===== src/rtl/fn8_eval_arbiter.sv =====
// Round-robin arbiter sharing one registered 8-input boolean evaluator among NUM_REQ requesters.
// Latency: accept in IDLE, evaluate in EVAL, respond from RESP (2 cycles to rsp_valid, 3-cycle minimum spacing).
// Backpressure: rsp_valid/rsp_result held in RESP until the granted rsp_ready; no request accepted meanwhile.
module fn8_eval_arbiter #(
    parameter int NUM_REQ = 4,
    parameter int ID_W    = $clog2(NUM_REQ),
    parameter int CNT_W   = 16
) (
    input  logic                 clk,
    input  logic                 rst,
    input  logic [NUM_REQ-1:0]   req_valid,
    output logic [NUM_REQ-1:0]   req_ready,
    input  logic [8*NUM_REQ-1:0] req_operand,
    output logic [NUM_REQ-1:0]   rsp_valid,
    input  logic [NUM_REQ-1:0]   rsp_ready,
    output logic                 rsp_result,
    output logic [ID_W-1:0]      grant_id,
    output logic                 busy,
    output logic [CNT_W-1:0]     eval_count
);

    typedef enum logic [1:0] {IDLE, EVAL, RESP} state_t;

    state_t          state_q;
    logic [ID_W-1:0] rr_q;
    logic [ID_W-1:0] grant_q;
    logic [7:0]      op_q;
    logic            eval_q;
    logic [CNT_W-1:0] cnt_q;

    logic            found;
    logic [ID_W-1:0] pick;
    logic [7:0]      pick_op;
    logic            eval_d;
    logic [ID_W-1:0] rr_d;
    logic [CNT_W-1:0] cnt_d;

    // Operand bit 7 is a, bit 0 is h.
    function automatic logic fn8(input logic [7:0] v);
        return ((v[7] & v[6]) | v[5]) ^ ((v[4] & v[3]) | v[2]) ^ (v[1] & v[0]);
    endfunction

    always_comb begin : search
        int k;
        k     = 0;
        found = 1'b0;
        pick  = '0;
        for (int i = 0; i < NUM_REQ; i++) begin
            k = int'(rr_q) + i;
            if (k >= NUM_REQ) k = k - NUM_REQ;
            if (!found && req_valid[ID_W'(k)]) begin
                found = 1'b1;
                pick  = ID_W'(k);
            end
        end
    end

    assign pick_op = req_operand[{pick, 3'b000} +: 8];
    assign eval_d  = fn8(op_q);
    assign rr_d    = (grant_q == ID_W'(NUM_REQ - 1)) ? '0 : grant_q + 1'b1;
    assign cnt_d   = (cnt_q == '1) ? cnt_q : cnt_q + 1'b1;

    always_comb begin
        req_ready = '0;
        if (state_q == IDLE && found) req_ready[pick] = 1'b1;
    end

    always_comb begin
        rsp_valid = '0;
        if (state_q == RESP) rsp_valid[grant_q] = 1'b1;
    end

    assign rsp_result = (state_q == RESP) & eval_q;
    assign grant_id   = grant_q;
    assign busy       = (state_q != IDLE);
    assign eval_count = cnt_q;

    always_ff @(posedge clk) begin
        if (rst) begin
            state_q <= IDLE;
            rr_q    <= '0;
            grant_q <= '0;
            op_q    <= '0;
            eval_q  <= 1'b0;
            cnt_q   <= '0;
        end else begin
            case (state_q)
                IDLE: begin
                    if (found) begin
                        op_q    <= pick_op;
                        grant_q <= pick;
                        state_q <= EVAL;
                    end
                end
                EVAL: begin
                    eval_q  <= eval_d;
                    state_q <= RESP;
                end
                RESP: begin
                    // Only the granted requester's rsp_ready completes the response.
                    if (rsp_ready[grant_q]) begin
                        cnt_q   <= cnt_d;
                        rr_q    <= rr_d;
                        state_q <= IDLE;
                    end
                end
                default: state_q <= IDLE;
            endcase
        end
    end

endmodule

===== config.mk =====
export PLATFORM = sky130hd
export DESIGN_NAME = fn8_eval_arbiter
export DESIGN_NICKNAME = d
export VERILOG_FILES = /design/src/rtl/fn8_eval_arbiter.sv
export SDC_FILE = /design/constraint.sdc
export NUM_CORES = 1
export LEC_CHECK = 0
export ABC_AREA = 0
export CELL_PAD_IN_SITES_DETAIL_PLACEMENT = 1
export CELL_PAD_IN_SITES_GLOBAL_PLACEMENT = 2
export CORE_UTILIZATION = 23
export CTS_CLUSTER_DIAMETER = 80
export DETAILED_ROUTE_END_ITERATION = 6
export PLACE_DENSITY = 0.76
export REMOVE_ABC_BUFFERS = 1
export SETUP_SLACK_MARGIN = 0.2
export SYNTH_ARGS = -nofsm -noshare
export SYNTH_HDL_FRONTEND = slang
export SYNTH_SLANG_ARGS = --single-unit

===== constraint.sdc =====
create_clock -name clk -period 1.6 [get_ports clk]
set_input_delay 0.32 -clock clk [delete_from_list [all_inputs] [get_ports clk]]
set_output_delay 0.32 -clock clk [all_outputs]
set_load 0.01 [all_outputs]

==> flow_summary.json <==
{
  "yosysMostFrequentCell": "dfxtp_1",
  "routed_wl_um": 7930,
  "synth-compound-area-share": 0.172,
  "top_layer": "met4",
  "violations": "setup timing",
  "fmax_mhz": 502,
  "r2r_end": "op_q[7]",
  "place_ws_ns": -0.958,
  "synth_area_mm2": 0.00193,
  "ir_worst_vdd_v": 0.000314,
  "num_rows": 33,
  "drtIter0Drc": 49,
  "viasPerCell": 4.89,
  "crit_type": "register to primary output",
  "fp.dieW_um": 93.7,
  "synth_top_family_by_area": "simple AND/OR/NAND/NOR gates",
  "syn_inst": 215,
  "cts_buffers": 5,
  "fillerInstances": 898,
  "hold_path_class": "register to register",
  "ctsHoldBuffers": 0,
  "synth-seq-area-share": 0.321,
  "synthTopCellsByCount": "dfxtp_1 (31), mux2i_1 (19), a21oi_1 (16), nand2_1 (16)",
  "wl_per_cell_um": 16.8,
  "antenna_found_initial": 0,
  "utilization": 0.495,
  "hold_viol_final": 0,
  "crit_end": "req_ready[3]",
  "ys_seq_elements": 31,
  "worst_slack_ns": -0.391,
  "crit_path_end_kind": "primary output",
  "design.die.area_mm2": 0.00878,
  "cts_tree": "done",
  "synth-edff-count": 0,
  "drc_errors": 0,
  "wl_met1_um": 3270,
  "final_net_count": 414,
  "cts_root_buf": "clkbuf_8",
  "place_hpwl_um": 4720,
  "drv_cap": 0,
  "async_flop_share": 0,
  "synth_xor_area_frac": 0.0116,
  "grt.total_usage": 0.165,
  "first_pass_iters": 4,
  "clock-sinks": 31,
  "slew_violations": 0,
  "grt_overflow": 0,
  "cpMaxStageDelayCell": "or3_4",
  "hold_ws_ns": 0.492,
  "core_mm2": 0.00818,
  "slew_headroom": 0.664,
  "startpoint_type": "register",
  "clock_latency_ns": 0.29,
  "min_period_ns": 1.99,
  "synthMuxAreaShare": 0.151,
  "die-height_um": 93.7,
  "wl_met3_um": 285,
  "crit_arrival_ns": 1.67,
  "finalSetupViolations": 33,
  "areaGrowthSynthToFinish_pct": 109,
  "max_stage_delay_ns": 0.40,
  "worst_pin_slew_ns": 0.504,
  "wl_met2_um": 4300,
  "drive_above_1_share": 0.560,
  "crit_start": "rr_q[1]",
  "grt_pass1_wl_um": 11200,
  "ys_types": 51,
  "start_util": 0.237,
  "yosys_most_used_dff": "dfxtp_1",
  "required_ns": 1.28,
  "first_global_vias": 2279,
  "synth_top_area_cell": "dfxtp_1",
  "r2r-start": "rr_q[1]",
  "grt_setup_unrepaired": "true",
  "clockBufferDepth": 2,
  "p_leak_nw": 1.66,
  "diodes": 0,
  "ff2ff_setup_slack_ns": -0.26,
  "fin_worst_skew_ns": 0.00739,
  "port-buffer-count": 69,
  "synth_top_cell_area_share": 0.321,
  "power_mw": 2.24,
  "synth_warnings": 0,
  "reg2regPathDepth": 7,
  "status": "finished with violations",
  "gp_congestion": 0.812,
  "crit_fanout": 5,
  "htree_levels": 2,
  "grt_max_degree": 24,
  "avgSynthCellArea_um2": 9.00,
  "synth.area.top_cells": "dfxtp_1 (32%), mux2i_1 (9.8%), a21oi_1 (4.1%), mux2_1 (4.1%), nand3_1 (3.6%)",
  "ant_nets": 0,
  "path_cells": "mux2i_2 -> o21ai_2 -> or3_4 -> nor2_1 -> buf_2",
  "clk_pin_slew_ns": 0.06,
  "synth_fa_ha_area_frac": 0.0323,
  "yosys.area_share.simple": 0.271,
  "powerDensity_mw_per_mm2": 552,
  "period_share": 1.24,
  "route.vias.total": 2301,
  "io_pins": 70
}
layout by cell type (no fill, tap or decap), types with 4 or more instances in the layout:
| master | synthesis | final |
|---|---|---|
| buf_4 | 1 | 57 |
| a21oi_1 | 16 | 6 |
| mux2i_1 | 19 | 10 |
| buf_2 | 1 | 6 |
| a21oi_2 | 1 | 10 |
| mux2_4 | 0 | 7 |
| dlygate4sd2_1 | 0 | 19 |
| nor2_1 | 14 | 14 |
| clkdlybuf4s15_1 | 0 | 4 |
| buf_6 | 2 | 27 |
| mux2i_2 | 0 | 6 |
| ha_4 | 0 | 4 |
| and2_4 | 0 | 5 |
| nand2_1 | 16 | 11 |
| nor2b_1 | 10 | 8 |
| nand3_1 | 14 | 10 |
| dfxtp_2 | 0 | 9 |
| dfxtp_1 | 31 | 20 |
| o221ai_2 | 1 | 5 |
| or4_4 | 0 | 5 |
| clkdlybuf4s50_1 | 0 | 33 |
| clkbuf_8 | 0 | 5 |
| nor4_4 | 1 | 4 |
| buf_8 | 0 | 4 |
worst max-delay path, delay by kind of cell (launching register included):
kind	cells	cell delay, ns
simple gates	2	0.49
flops	1	0.39
mux	1	0.28
buf+inv	1	0.13
compound gates	1	0.09
sequential cells by signal, indices dropped and copies added, names as in the netlist:
| name | count |
|---|---|
| grant_id | 2 |
| eval_count | 16 |
| rr_q | 2 |
| state_q | 2 |
| op_q | 8 |
| eval_q | 1 |
worst min path at each step:
stage                     end  depth (start not counted)     from  slack (ns)
2_1_floorplan  eval_count[10]                          1      rst        0.39
6_report              op_q[2]                          2  op_q[2]        0.49
4_1_cts               op_q[2]                          2  op_q[2]        0.50
5_1_grt               op_q[6]                          2  op_q[6]        0.52
3_5_place_dp          op_q[2]                          2  op_q[2]        0.48
3_3_place_gp           eval_q                          2   eval_q        0.47
timing repair:
action | 4_1_cts | 5_1_grt
endpoints found under the setup margin | 56 | 45
setup buffers | 14 | 17
pin swaps | 22 | 21
resized for setup | 143 | 90
gates cloned | 1 | 2
routing by layer:
layer | track usage | up-vias
li1 | - | 1115
met1 | 0.190 | 1124
met2 | 0.301 | 54
met3 | 0.0380 | 8
met4 | 0.0462 | 0
met5 | 0 | -
area by class of cell:
class                           instances  area, um2  share of cell area
Inverter                                6       31.3             0.00772
Tap cell                              105        131              0.0324
Multi-Input combinational cell        169       1750               0.431
Sequential cell                        31        639               0.158
Timing Repair Buffer                  154       1430               0.353
Clock buffer                            6       72.6              0.0179
cells by family (layout without fill, tap and decap cells):
logic type,Yosys count,in the layout
AOI/OAI and AO/OA,45,45
adders and majority gates,5,5
DFF,31,31
xor gates and xnor gates,1,1
buffers and inverters,16,166
muxes,27,27
and+or+nand+nor,90,91
report_power, final:
part | internal (mW) | total (mW) | switching [mW]
Clock | 0.290 | 0.580 | 0.290
Sequential | 0.818 | 0.851 | 0.0327
Combinational | 0.468 | 0.805 | 0.337
Total | 1.58 | 2.24 | 0.660
stage by stage:
stage	std cells	instance area, um2	setup TNS (ns)
6_report	471	4050	-4.67
5_1_grt	471	4050	-6.29
4_1_cts	452	3510	-4.49
3_5_place_dp	431	3100	-18.01
3_3_place_gp	431	3100	-16.99
2_1_floorplan	205	1880	-3.40
Power figures use the tool's default switching activity.
